--- config.mk ---
export PLATFORM = sky130hd
export DESIGN_NAME = sys_input_conditioner_flat
export DESIGN_NICKNAME = d
export VERILOG_FILES = /design/src/rtl/sys_input_conditioner_if.sv /design/src/rtl/sys_input_conditioner.sv /design/src/flat_wrapper.sv
export SDC_FILE = /design/constraint.sdc
export NUM_CORES = 1
export LEC_CHECK = 0
export ABC_AREA = 1
export CORE_MARGIN = 1.5
export CORE_UTILIZATION = 53
export CTS_BUF_LIST = sky130_fd_sc_hd__clkbuf_2
export CTS_CLUSTER_DIAMETER = 100
export DETAILED_ROUTE_END_ITERATION = 10
export PLACE_DENSITY = 0.73
export SETUP_SLACK_MARGIN = 0.15
export SLEW_MARGIN = 10
export SYNTH_ARGS = -nofsm -noshare
export SYNTH_HDL_FRONTEND = slang
export SYNTH_SLANG_ARGS = --single-unit
--- constraint.sdc ---
create_clock -name SYS_clk -period 10.9 [get_ports SYS_clk]
set_input_delay 1.09 -clock SYS_clk [delete_from_list [all_inputs] [get_ports SYS_clk]]
set_output_delay 1.09 -clock SYS_clk [all_outputs]
set_load 0.1 [all_outputs]
--- src/rtl/sys_input_conditioner_if.sv ---
// Pin-side inputs and conditioned control outputs of sys_input_conditioner.
// The master drives the raw board pins; the slave is the conditioner itself.
interface sys_input_conditioner_if;
  logic [3:0]  KEY_n;
  logic [17:0] SW_raw;
  logic        REPEAT_EN;
  logic [3:0]  key_level;
  logic [3:0]  key_press;
  logic [3:0]  key_release;
  logic        step_pulse;
  logic [17:0] sw_sync;
  logic        sw_change;

  modport master (
    output KEY_n, SW_raw, REPEAT_EN,
    input  key_level, key_press, key_release, step_pulse, sw_sync, sw_change
  );

  modport slave (
    input  KEY_n, SW_raw, REPEAT_EN,
    output key_level, key_press, key_release, step_pulse, sw_sync, sw_change
  );
endinterface

--- src/rtl/sys_input_conditioner.sv ---
// DE2 board-input front end: synchronizes keys and switches, debounces the keys,
// and turns KEY[0] into a single-step enable with optional auto-repeat.
module sys_input_conditioner #(
  parameter int DEBOUNCE_CYCLES = 1000000,
  parameter int REPEAT_DELAY    = 25000000,
  parameter int REPEAT_PERIOD   = 5000000
) (
  input  logic                   SYS_clk,
  input  logic                   SYS_rst,
  sys_input_conditioner_if.slave io
);

  localparam int              DB_W    = $clog2(DEBOUNCE_CYCLES);
  localparam logic [DB_W-1:0] DB_LAST = DB_W'(DEBOUNCE_CYCLES - 1);

  localparam int RPT_MAX = (REPEAT_DELAY > REPEAT_PERIOD) ? REPEAT_DELAY : REPEAT_PERIOD;
  localparam int RPT_W   = (RPT_MAX > 1) ? $clog2(RPT_MAX) : 1;
  localparam logic [RPT_W-1:0] DELAY_LAST  = RPT_W'(REPEAT_DELAY - 1);
  localparam logic [RPT_W-1:0] PERIOD_LAST = RPT_W'(REPEAT_PERIOD - 1);

  localparam logic [1:0] S_IDLE   = 2'd0;
  localparam logic [1:0] S_DELAY  = 2'd1;
  localparam logic [1:0] S_REPEAT = 2'd2;

  logic [3:0]  key_meta_n, key_sync_n, key_sample;
  logic [17:0] sw_meta, sw_sync, sw_prev;
  logic        sw_change;

  logic [3:0]      key_level, key_level_next, key_toggle;
  logic [3:0]      key_press, key_release;
  logic [DB_W-1:0] db_cnt [4];

  logic [1:0]       state;
  logic [RPT_W-1:0] rpt_cnt;
  logic             step_pulse;

  // Two-flop synchronizers; keys idle high (released) out of reset.
  // NOTE: clocked state uses non-blocking assignments so every flop samples pre-edge values.
  always_ff @(posedge SYS_clk or posedge SYS_rst) begin
    if (SYS_rst) begin
      key_meta_n <= '1;
      key_sync_n <= '1;
      sw_meta    <= '0;
      sw_sync    <= '0;
    end else begin
      key_meta_n <= io.KEY_n;
      key_sync_n <= key_meta_n;
      sw_meta    <= io.SW_raw;
      sw_sync    <= sw_meta;
    end
  end

  assign key_sample = ~key_sync_n;

  // NOTE: every always_comb output gets a default first so no latch is inferred.
  always_comb begin
    key_toggle = '0;
    for (int i = 0; i < 4; i++)
      key_toggle[i] = (key_sample[i] != key_level[i]) && (db_cnt[i] == DB_LAST);
  end

  assign key_level_next = key_level ^ key_toggle;

  // A counter runs only while the sample disagrees with the accepted level.
  // NOTE: the counter array is reset so a key held across reset needs a full fresh window.
  always_ff @(posedge SYS_clk or posedge SYS_rst) begin
    if (SYS_rst) begin
      key_level   <= '0;
      key_press   <= '0;
      key_release <= '0;
      for (int i = 0; i < 4; i++) db_cnt[i] <= '0;
    end else begin
      key_level   <= key_level_next;
      key_press   <= key_toggle & ~key_level;
      key_release <= key_toggle & key_level;
      for (int i = 0; i < 4; i++) begin
        if ((key_sample[i] == key_level[i]) || key_toggle[i]) db_cnt[i] <= '0;
        else                                                  db_cnt[i] <= db_cnt[i] + DB_W'(1);
      end
    end
  end

  // Step FSM. Release is judged on the level being written this edge, so a
  // repeat that would coincide with the release strobe is suppressed.
  always_ff @(posedge SYS_clk or posedge SYS_rst) begin
    if (SYS_rst) begin
      state      <= S_IDLE;
      rpt_cnt    <= '0;
      step_pulse <= 1'b0;
    end else begin
      step_pulse <= 1'b0;
      case (state)
        S_IDLE: begin
          rpt_cnt <= '0;
          if (key_press[0]) begin
            step_pulse <= 1'b1;
            state      <= S_DELAY;
          end
        end
        S_DELAY: begin
          if (!key_level_next[0]) begin
            state   <= S_IDLE;
            rpt_cnt <= '0;
          end else if (!io.REPEAT_EN) begin
            rpt_cnt <= '0;
          end else if (rpt_cnt == DELAY_LAST) begin
            step_pulse <= 1'b1;
            rpt_cnt    <= '0;
            state      <= S_REPEAT;
          end else begin
            rpt_cnt <= rpt_cnt + RPT_W'(1);
          end
        end
        S_REPEAT: begin
          if (!key_level_next[0]) begin
            state   <= S_IDLE;
            rpt_cnt <= '0;
          end else if (!io.REPEAT_EN) begin
            state   <= S_DELAY;
            rpt_cnt <= '0;
          end else if (rpt_cnt == PERIOD_LAST) begin
            step_pulse <= 1'b1;
            rpt_cnt    <= '0;
          end else begin
            rpt_cnt <= rpt_cnt + RPT_W'(1);
          end
        end
        default: begin
          state   <= S_IDLE;
          rpt_cnt <= '0;
        end
      endcase
    end
  end

  always_ff @(posedge SYS_clk or posedge SYS_rst) begin
    if (SYS_rst) begin
      sw_prev   <= '0;
      sw_change <= 1'b0;
    end else begin
      sw_prev   <= sw_sync;
      sw_change <= (sw_sync != sw_prev);
    end
  end

  assign io.key_level   = key_level;
  assign io.key_press   = key_press;
  assign io.key_release = key_release;
  assign io.step_pulse  = step_pulse;
  assign io.sw_sync     = sw_sync;
  assign io.sw_change   = sw_change;

endmodule

--- src/flat_wrapper.sv ---
// flat-port wrapper written by rule: the top's interface ports become plain ports
module sys_input_conditioner_flat 
#(
  parameter int DEBOUNCE_CYCLES = 1000000,
  parameter int REPEAT_DELAY    = 25000000,
  parameter int REPEAT_PERIOD   = 5000000
)
  (SYS_clk, SYS_rst, io_KEY_n, io_SW_raw, io_REPEAT_EN, io_key_level, io_key_press, io_key_release, io_step_pulse, io_sw_sync, io_sw_change);
  sys_input_conditioner_if io_i ();
  input  logic SYS_clk;
  input  logic SYS_rst;
  input wire logic [$bits(io_i.KEY_n)-1:0] io_KEY_n;
  input wire logic [$bits(io_i.SW_raw)-1:0] io_SW_raw;
  input wire logic [$bits(io_i.REPEAT_EN)-1:0] io_REPEAT_EN;
  output wire logic [$bits(io_i.key_level)-1:0] io_key_level;
  output wire logic [$bits(io_i.key_press)-1:0] io_key_press;
  output wire logic [$bits(io_i.key_release)-1:0] io_key_release;
  output wire logic [$bits(io_i.step_pulse)-1:0] io_step_pulse;
  output wire logic [$bits(io_i.sw_sync)-1:0] io_sw_sync;
  output wire logic [$bits(io_i.sw_change)-1:0] io_sw_change;
  assign io_i.KEY_n = io_KEY_n;
  assign io_i.SW_raw = io_SW_raw;
  assign io_i.REPEAT_EN = io_REPEAT_EN;
  assign io_key_level = io_i.key_level;
  assign io_key_press = io_i.key_press;
  assign io_key_release = io_i.key_release;
  assign io_step_pulse = io_i.step_pulse;
  assign io_sw_sync = io_i.sw_sync;
  assign io_sw_change = io_i.sw_change;
  sys_input_conditioner #(.DEBOUNCE_CYCLES(DEBOUNCE_CYCLES), .REPEAT_DELAY(REPEAT_DELAY), .REPEAT_PERIOD(REPEAT_PERIOD)) u_core (.SYS_clk(SYS_clk), .SYS_rst(SYS_rst), .io(io_i));
endmodule
---- Yosys cells after proc, flatten, opt, wreduce, memory -nomap -nowiden ----
Cells that the tools add are included.
word-level totals
  bits in registers ....................... 183
  input bits .............................. 25
  output and inout port bits .............. 32
  word-level logic and storage cells ...... 83
cells by class
  add/subtract/negate cells ............... 5
  equality and inequality tests ........... 21
  muxes and demuxes ....................... 26
  bitwise operators ....................... 5
  reductions and logical operators ........ 10
operators with widths
  cell                   count
  $mux 25                6
  $add 20x1->20 const B  4
  $eq 20x20->1 const B   4
  $mux 20                4
  $pmux 25 s2            1
  $add 25x1->25 const B  1
  $eq 25x23->1 const B   1
  $eq 25x25->1 const B   1
  $ne 18x18->1           1
  $mux 2                 6
  $ne 3x3->1 const B     3
  $and 4x4->4            2
  $not 4->4              2
  $mux 1                 7
  $pmux 2 s3             1
  $eq 1x1->1             4
  $logic_and 1x1->1      4
  $logic_or 1x1->1       4
  $ne 1x1->1             4
  $reduce_and 4->1       1
  $xor 4x4->4            1
  $pmux 1 s3             1
  $eq 2x1->1 const B     1
  $eq 2x2->1 const B     1
  other kinds (2)        2

---- Logic depth before layout (Yosys ltp) ----
  word-level depth ........................ 6
  mapped depth ............................ 12
  depth with buffers taken out ............ 12

---- Least setup slack after synthesis ----
No wires, ideal clock.
  path kind ............................... register to output
  from .................................... reg u_core.key_level[1] (netlist: u_core.io.key_level[1])
  to ...................................... out io_key_level[1]
  arrival time ............................ 943 ps
  data required time ...................... 9,810 ps
  slack ................................... 8,867 ps
  cell stages (with the launch flop) ...... 1
  path buffers ............................ 0
  cells stage by stage .................... dfrtp_1
RTL lines
  what                      RTL line                     text
  start: declaration        sys_input_conditioner.sv:29  logic [3:0] key_level, key_level_next, key_toggle;
  start signal: assignment  sys_input_conditioner.sv:73  key_level <= key_level_next;
  end: declaration          flat_wrapper.sv:15           output wire logic [$bits(io_i.key_level)-1:0] io_key_level;
No word-level cell between the ends.

---- Worst setup path after layout ----
  from .................................... reg u_core.key_level[0] (netlist: u_core.io.key_level[0])
  to ...................................... out io_key_level[0]
No word-level cell between the ends.

==> summary.md <==
Worst setup path
• cells along the critical path: clkdlybuf4s50_1
• critical-path cell with the highest stage delay: sky130_fd_sc_hd__clkdlybuf4s50_1
• cell depth of the worst setup path: 1
• flop-to-flop setup slack: 8.69 ns
• kind of critical path: flop to output port
• required time of the critical path: 9.81 ns
• Worst Setup Start Kind: flop
• longest individual stage delay on the worst path: 1.19 ns
• logic depth of the worst register-to-register path: 8
• Crit Reg-Reg Endpoint: u_core.db_cnt[74]$_DFF_PP0_
• maximum fanout encountered on the critical timing path: 4
• Bufs and invs on worst path: 1
• capturing element type of the critical path: output port
• critical register-to-register path startpoint: u_core.db_cnt[60]$_DFF_PP0_
• CP arrival: 2.40 ns
• Worst path top cell family by delay: buffers and inverters

Route
• residual DRC count: 0
• initial drt markers: 381
• DR vias: 6,786
• antenna viol nets, final: 0
• overall routed net length: 17,300 um
• vias per cell: 5.21
• iteration count of the initial detailed-routing pass: 5
• average wire per cell in the routed design: 13.3 um

Timing
• final hold vios: 0
• number of endpoints failing setup at the final stage: 0
• Fmax achieved: 287 MHz
• RSZ-0062 raised after global routing: false
• Slew Viols, Final: 0
• Worst Tran Pin Value: 1.02 ns
• worst clock skew: 0.0302 ns
• sum of negative setup slack: 0 ns
• Final min period: 3.49 ns
• share of the cycle needed by the critical path after routing: 32.0%
• Max-Slew Margin vs Limit: 31.8%

Floorplan
• die span in y: 131 um
• area enclosed by the die boundary: 17,100 um2
• placeable core region: 15,900 um2
• DIE WIDTH: 131 um
• FP Rows: 46
• starting density of the core: 54.4%
• number of primary I/O pins: 57

Yosys
• Mean Syn Cell Area: 8.58 um2
• share of synthesized area occupied by flip-flops and latches: 53.1%
• Mapped Nets: 1,048
• Yosys top cell by area: sky130_fd_sc_hd__dfrtp_1
• number of distinct library cells after synthesis: 39
• Area contributors post-synth: sky130_fd_sc_hd__dfrtp_1, sky130_fd_sc_hd__nand2_1, sky130_fd_sc_hd__nor2_1
• FF+latch count, synth: 183
• Yosys warnings: 0
• summed instance area of the synthesized netlist: 8640 um2
• top-area cell type share of the netlist area: 50.7%
• number of instances in the synthesized netlist: 1,008

Hold path
• Worst Hold Path EP: u_core.io.sw_sync[17]$_DFF_PP0_
• number of stages on the worst hold path: 0
• class of the most critical hold timing path: flop to flop
• Hold Path Origin: u_core.sw_meta[17]$_DFF_PP0_

Finish
• fraction of layout cells with a size suffix above 1: 7.09%
• Area growth syn-to-layout: 12.9%
• Antenna diodes: 0
• Layout Nets: 1,113
• fill cell total of the finished layout: 1,437
• design area: 9760 um2

Clocking
• setup repair bufs after CTS: 0
• CTS max path bufs: 2
• clock buffer count from CTS: 17
• clock latency at the later pin of the worst-skew pair: 0.75 ns
• root cell of the clock tree: sky130_fd_sc_hd__clkbuf_2
• H-tree levels: 4
• post-cts sizing count: 0
• # clock sinks: 183
• clock tree from TritonCTS: done
• clock transition at the registers of the reported paths: 0.25 ns
• number of hold-repair buffers added at the cts stage: 0

Power and ir drop
• power density over the cells: 127 nW/um2
• LEAKAGE: 4.33 nW
• overall power consumption: 1.24 mW
• maximum vdd drop: 0.0656 mV

Place
• Port-buffer cells: 56
• post-detailed-placement half-perimeter wirelength: 12,400 um
• cell area after placement: 9410 um2
• placer's final routability congestion estimate: 0.910

Global routing
• number of antenna violations at the first check in global routing: 0
• maximum number of pins on one net before global-route repair: 126
• Remaining Overflow, GRT: 0
• via count of the first global-routing pass: 6,338
• first-pass GRT wire length: 28,900 um
• gr usage total: 21.5%

Run
• max-cap viol count: 0

Run status
• run status: complete, no violations

report_power, final:
| group | total (mW) | switching [mW] | leakage, nW | internal (mW) |
|---|---|---|---|---|
| clock network | 0.455 | 0.233 | 0.201 | 0.221 |
| registers | 0.706 | 0.00954 | 2.39 | 0.697 |
| logic | 0.0768 | 0.0549 | 1.74 | 0.0220 |
| total | 1.24 | 0.298 | 4.33 | 0.940 |
routing by layer:
metal  track usage [%]  part of all wire (%)  up-vias  routed length (um)
met1              29.8                    47     3225                8080
met3              4.32                   5.3       15                 913
met4              6.72                   1.1        0                 192
met5                 0                     0        -                   0
li1                  -                     -     3395                   -
met2              34.2                    47      151                8080
state kept, by name (all words and copies together), names as in the netlist, 2 cells and up:
signal                 flops
u_core.key_sync_n          4
u_core.io.key_release      4
u_core.sw_meta            18
u_core.key_meta_n          4
u_core.io.key_level        4
u_core.io.sw_sync         18
u_core.io.key_press        4
u_core.state               2
u_core.rpt_cnt            25
u_core.db_cnt             80
u_core.sw_prev            18
kinds of logic (layout without fill, tap and decap cells):
kind of cell	after synthesis	count (layout)	share of synthesized area, %
adder cells (fa/ha/maj)	15	15	2.17
AO/OA/AOI/OAI	86	86	5.53
AND/OR/NAND/NOR	537	537	28.6
XOR/XNOR	36	36	3.65
flip-flops	183	183	53.1
buffers and inverters	151	229	7.01
stage by stage:
step / std cells / util, % / setup slack (ns) / hold WS, ns
global route: 1302 / 61.5 / 7.29 / 0.350
detailed placement: 1270 / 59.2 / 7.83 / 0.335
floorplan: 1008 / - / 4.85 / 0.331
global placement: 1270 / 59.2 / 7.87 / 0.333
finish: 1302 / 61.5 / 7.41 / 0.356
CTS: 1302 / 61.5 / 7.31 / 0.362
final cells by class:
class	count	area (um2)	area share, %
Tap cell	216	270	2.77
Inverter	140	533	5.46
Timing Repair Buffer	57	568	5.82
Clock buffer	17	85.1	0.871
Clock inverter	15	268	2.74
Multi-Input combinational cell	674	3450	35.3
Sequential cell	183	4590	47.0
worst max-delay path by stage:
| stage | to | start | slack (ns) |
|---|---|---|---|
| final | io_key_level[0] | u_core.io.key_level[0]$_DFF_PP0_ | 7.41 |
| after global routing | io_key_level[2] | u_core.io.key_level[2]$_DFF_PP0_ | 7.29 |
| after CTS | io_key_level[0] | u_core.io.key_level[0]$_DFF_PP0_ | 7.31 |
| after detailed placement | u_core.sw_prev[4]$_DFF_PP0_ | SYS_rst | 7.83 |
| after global placement | u_core.sw_prev[4]$_DFF_PP0_ | SYS_rst | 7.87 |
| after floorplan | u_core.db_cnt[0]$_DFF_PP0_ | SYS_rst | 4.85 |
synthesized netlist by cell type, drive strengths merged:
library cell / instances
nor4: 12
a21oi: 50
a211oi: 3
dfrtp: 175
buf: 9
xnor2: 10
nor3b: 9
nor3: 54
nor4b: 1
nand3b: 1
a31oi: 1
nor2: 152
inv: 140
nand4: 36
o211ai: 2
o21a: 6
nand3: 74
clkbuf: 2
and3: 2
or2: 21
xor2: 26
ha: 15
and2: 1
a211o: 2
o21ai: 22
dfstp: 8
nand2: 174
cell usage in the layout (no fill, tap or decap), drive strengths merged, types with 2 or more instances in the layout:
cell type,synthesis,layout
o211ai,2,2
xnor2,10,10
clkinv,0,4
ha,15,15
nand3,74,74
nor4,12,12
nor3,54,54
nor2,152,152
a211o,2,2
o21ai,22,22
nand4,36,36
xor2,26,26
inv,140,144
bufinv,0,7
dfrtp,175,175
dfstp,8,8
a21oi,50,50
nor3b,9,9
o21a,6,6
and3,2,2
clkbuf,2,17
nand2,174,174
or2,21,21
clkdlybuf4s50,0,56
a211oi,3,3
(Power assumes the default switching activity.)
==> variant 1, RTL diff (config.mk and constraints unchanged) <==
`key_press` no longer has a reset.
--- a/src/rtl/sys_input_conditioner.sv
+++ b/src/rtl/sys_input_conditioner.sv
@@ -66,18 +66,20 @@
   always_ff @(posedge SYS_clk or posedge SYS_rst) begin
     if (SYS_rst) begin
       key_level   <= '0;
-      key_press   <= '0;
       key_release <= '0;
       for (int i = 0; i < 4; i++) db_cnt[i] <= '0;
     end else begin
       key_level   <= key_level_next;
-      key_press   <= key_toggle & ~key_level;
       key_release <= key_toggle & key_level;
       for (int i = 0; i < 4; i++) begin
         if ((key_sample[i] == key_level[i]) || key_toggle[i]) db_cnt[i] <= '0;
         else                                                  db_cnt[i] <= db_cnt[i] + DB_W'(1);
       end
     end
+  end
+
+  always_ff @(posedge SYS_clk) begin
+    key_press <= key_toggle & ~key_level;
   end
 
   // Step FSM. Release is judged on the level being written this edge, so a
Behaviour: same outputs for any inputs over 10 cycles, from zero or initial values and one cycle with SYS_rst high; that may be too few to reach the edited logic, so the function may still have changed.
==> variant 1 against the unedited design <==
  * Maximum frequency down 1.3%
  * Sequential share of layout area is 1.9 points higher
  * Cell area is 4.4% lower
  * Routed wire length is 12% lower
  * Via count is 9.2% lower
  * Largest power group unchanged
  * Setup slack got worse by 0.046 ns
  * Sequential cell count stayed put
  * Clock power decreased by 28%
  * Synthesized area fell by 3.7%
  * Total power shrank 10%
==> variant 1: results (changes against the unedited design) <==
Parameter                              Value

Synth
  Number of distinct standard cells referenced by the synthesized netlist    31 (-21%)
  Commonest cells in the synthesized netlist    171 x dfrtp_1, 170 x nor2_1, 148 x nand2_1
  Area share of xor/xnor cells in the synthesized design    0.0684 (+0.0319)
  Leading post-synthesis cells by cell area    dfrtp_1 51%, nor2_1 7.7%, nand2_1 6.7%
  Net Count, Synth    979 (-6.6%)
  Post-synthesis sequential area ratio    0.549 (+0.0179)
  Synth Area in Adders    0.0225 (+0.000829)

Cells and area
  Multi-input combinational cell area    0.00327 mm2 (-5.2%)
  Sequential portion of the cell area    0.489 (+0.0193)
  Count of fill cells added during filler insertion    1,314 (-8.6%)
  Comb_multi_in    633 (-6.1%)
  Nets    1,048 (-5.8%)

Route
  Vias per Instance    5.01 (-3.9%)
  Average wire per cell in the routed design    12.4 um (-6.8%)
  Initial drt markers    463 (+22%)

Placed design
  Final estimated routing congestion in global placement    0.900 (-1.2%)
  Half-perimeter wire length of the detailed placement result    11.0 mm (-11%)

Global routing
  Via count of the first global-routing pass    5,874 (-7.3%)
  Met1 track demand over resource in global routing    0.274 (-0.0245)
  Total global-route track usage    0.201 (-0.0133)

STA
  Worst Max-Slew Pin Slew    0.992 ns (-0.0280 ns)

Critical path
  Maximum fanout count along the critical path    5 (+1)
  Number of cells traversed by the worst register-to-register path    9 (+1)
  Reg2reg start    u_core.db_cnt[0]

Clock tree
  Clock-pin slew on the worst setup and hold paths    0.28 ns (+0.03 ns)

Floorplanning
  Die width    128 um (-1.8%)

Status
  Outcome    complete, no violations

Worst hold path
  Hold Path End    u_core.key_sync_n[3]

Power
  Power share of the combinational group    0.067 (+0.005)
  Power consumed by the clock network    0.329 mW (-28%)
variant 1: cell count changes after synthesis, sizes merged, moves of 3 or more:
| cell | unedited run | this run |
|---|---|---|
| inv | 140 | 116 |
| nand2 | 174 | 154 |
| nor3 | 54 | 57 |
| nor4 | 12 | 7 |
| dfrtp | 175 | 171 |
| xnor2 | 10 | 21 |
| nand4 | 36 | 32 |
| nor3b | 9 | 6 |
| a21oi | 50 | 26 |
| nor2 | 152 | 175 |
| dfxtp | 0 | 4 |
| xor2 | 26 | 44 |
| or2 | 21 | 5 |
| nand3 | 74 | 58 |
variant 1: layer usage:
| layer | up-vias | wire, um | part of all wire |
|---|---|---|---|
| li1 | 3155 | - | - |
| met5 | - | 0 | 0 |
| met2 | 159 | 6900 | 0.45 |
| met3 | 24 | 659 | 0.043 |
| met1 | 2825 | 7400 | 0.49 |
| met4 | 0 | 257 | 0.017 |
==> variant 2, RTL diff (config.mk and constraints unchanged) <==
Without the edit above. `REPEAT_DELAY` is set to 25000000 in 2 places; all go to 50000000.
--- a/src/rtl/sys_input_conditioner.sv
+++ b/src/rtl/sys_input_conditioner.sv
@@ -2,7 +2,7 @@
 // and turns KEY[0] into a single-step enable with optional auto-repeat.
 module sys_input_conditioner #(
   parameter int DEBOUNCE_CYCLES = 1000000,
-  parameter int REPEAT_DELAY    = 25000000,
+  parameter int REPEAT_DELAY    = 50000000,
   parameter int REPEAT_PERIOD   = 5000000
 ) (
   input  logic                   SYS_clk,
--- a/src/flat_wrapper.sv
+++ b/src/flat_wrapper.sv
@@ -2,7 +2,7 @@
 module sys_input_conditioner_flat 
 #(
   parameter int DEBOUNCE_CYCLES = 1000000,
-  parameter int REPEAT_DELAY    = 25000000,
+  parameter int REPEAT_DELAY    = 50000000,
   parameter int REPEAT_PERIOD   = 5000000
 )
   (SYS_clk, SYS_rst, io_KEY_n, io_SW_raw, io_REPEAT_EN, io_key_level, io_key_press, io_key_release, io_step_pulse, io_sw_sync, io_sw_change);
Behaviour: no difference found for any inputs over 10 cycles, from zero or initial values and one cycle with SYS_rst high; that may be too few to reach the edited logic, so the function may still have changed.
==> variant 2 against the unedited design <==
  * Largest cell class unchanged
  * Cell area fell by 1.7%
  * Routed wire length is 12% lower
  * Sequential cell count grew 1
  * Setup slack improved by 0.020 ns
  * Total power fell by 7.3%
  * Critical path depth unchanged
  * First-iteration DRC count increased by 12%
  * Synthesized area shrank 0.81%
  * Core utilization fell by 0.84 points
==> variant 2: results (changes against the unedited design) <==
Parameter                              Value

Critical path
  Reg2reg start    u_core.db_cnt[40]
  CP arrival    2.38 ns (-0.02 ns)
  Critical path startpoint    u_core.io.key_level[1]
  R2R Setup Slk    8.86 ns (+0.17 ns)
  Highest-delay cell along the critical path    clkdlybuf4s50_1
  Stage delay of the slowest cell on the critical path    1.17 ns (-0.02 ns)
  Crit Reg-Reg Endpoint    u_core.db_cnt[54]
  Number of cells traversed by the worst register-to-register path    9 (+1)

Global routing
  Wire length of the first global-routing pass    26.9 mm (-6.9%)
  Total global-route track usage    0.199 (-0.0160)
  Via count of the first global-routing pass    6,001 (-5.3%)
  Number of antenna violations at the first check in global routing    1 (+1)
  Pin count of the biggest net entering global routing    134 (+6.3%)

Placed design
  Half-perimeter wire length of the detailed placement result    10.7 mm (-13%)
  Placed instance area    0.00933 mm2 (-0.84%)
  Final estimated routing congestion in global placement    0.926 (+1.8%)
  DP Worst Slack    7.89 ns (+0.0669 ns)
  Port bufs    56 (unchanged)

Status
  Outcome    complete, no violations

Synth
  Synth warn    0 (unchanged)
  Net Count, Synth    1,014 (-3.2%)
  Post-synthesis sequential area ratio    0.538 (+0.00726)
  Commonest cells in the synthesized netlist    176 x dfrtp_1, 167 x nand2_1, 157 x nor2_1
  Number of distinct standard cells referenced by the synthesized netlist    36 (-7.7%)
  Leading post-synthesis cells by cell area    dfrtp_1 51%, nand2_1 7.3%, nor2_1 6.9%

Route
  Total wire length    15.2 mm (-12%)
  Vias per Instance    4.99 (-4.3%)
  Pre-antenna DRT Iters    5 (unchanged)
  Initial drt markers    425 (+12%)

Clock tree
  Maximum level of the CTS H-tree    4 (unchanged)
  Root buffer cell    clkbuf_2
  Clock-pin slew on the worst setup and hold paths    0.27 ns (+0.02 ns)

STA
  Max-slew headroom at the worst pin    0.336 (+0.0183)
  Final worst path period need    3.47 ns (-0.0198 ns)
  Layout Skew    0.0309 ns (+0.000691 ns)

Worst hold path
  Hold Path End    u_core.key_sync_n[2]
  Class of the worst hold path    flip-flop to flip-flop
  Hold path start    u_core.key_meta_n[2]

Cells and area
  Count of fill cells added during filler insertion    1,405 (-2.2%)
  Largest registers    u_core.db_cnt x80, u_core.rpt_cnt x26
  Nets    1,079 (-3.1%)
  Fraction of layout cells with a size suffix above 1    0.0884 (+0.0175)

Power
  Leak pwr    4.32 nW (-0.25%)
  Cell Pwr Density    120 mW/mm2 (-5.6%)
  Maximum VDD drop    0.0748 mV (+14%)
variant 2: cell types whose count changed after synthesis, moves of 6 or more:
cell     change
nor2_2      +22
nor3_1      -12
nor2_1       +7
nor4_1       -6
inv_1       -13
or2_2       -12
o21ai_0      -9
a21oi_1     -23
variant 2: through the flow:
step	cells	total power [mW]	hold slack, ns
detailed placement	1236	0.797	0.335
global placement	1236	0.796	0.332
CTS	1268	1.17	0.372
floorplan	974	0.772	0.331
global route	1269	1.20	0.381
finish	1269	1.15	0.364
variant 2: layout make-up:
type	count	share of cell area
Antenna cell	1	0.000261
Clock buffer	17	0.00887
Clock inverter	15	0.0183
Inverter	127	0.0505
Multi-Input combinational cell	652	0.354
Sequential cell	184	0.481
Tap cell	216	0.0282
Timing Repair Buffer	57	0.0592
variant 2: kinds of logic (layout without fill, tap and decap cells):
group	after synthesis	in the layout	synth area share
compound gates	56	56	0.0379
fa+ha+maj	15	15	0.0219
buf+inv	138	216	0.0660
xor+xnor	45	45	0.0460
simple gates	536	536	0.290
flops	184	184	0.538
other cells	0	1	0
variant 2: worst max-delay path by stage:
stage                                  endpoint
after global routing            io_key_level[1]
after detailed placement     u_core.sw_prev[15]
after global placement    u_core.io.sw_sync[15]
final                           io_key_level[1]
after CTS                       io_key_level[1]
after floorplan                u_core.db_cnt[0]
variant 2: power breakdown:
| part | total (mW) | leakage [nW] | internal, mW | switching, mW |
|---|---|---|---|---|
| Combinational | 0.0748 | 1.76 | 0.0218 | 0.0529 |
| Sequential | 0.709 | 2.40 | 0.701 | 0.00858 |
| Clock | 0.364 | 0.158 | 0.116 | 0.249 |
variant 2: per-layer routing:
layer	GRT usage	share of wire	up-vias
met5	0	0	-
met4	0.0621	0.011	0
met3	0.0414	0.045	16
met2	0.306	0.44	116
met1	0.284	0.50	2956
li1	-	-	3243
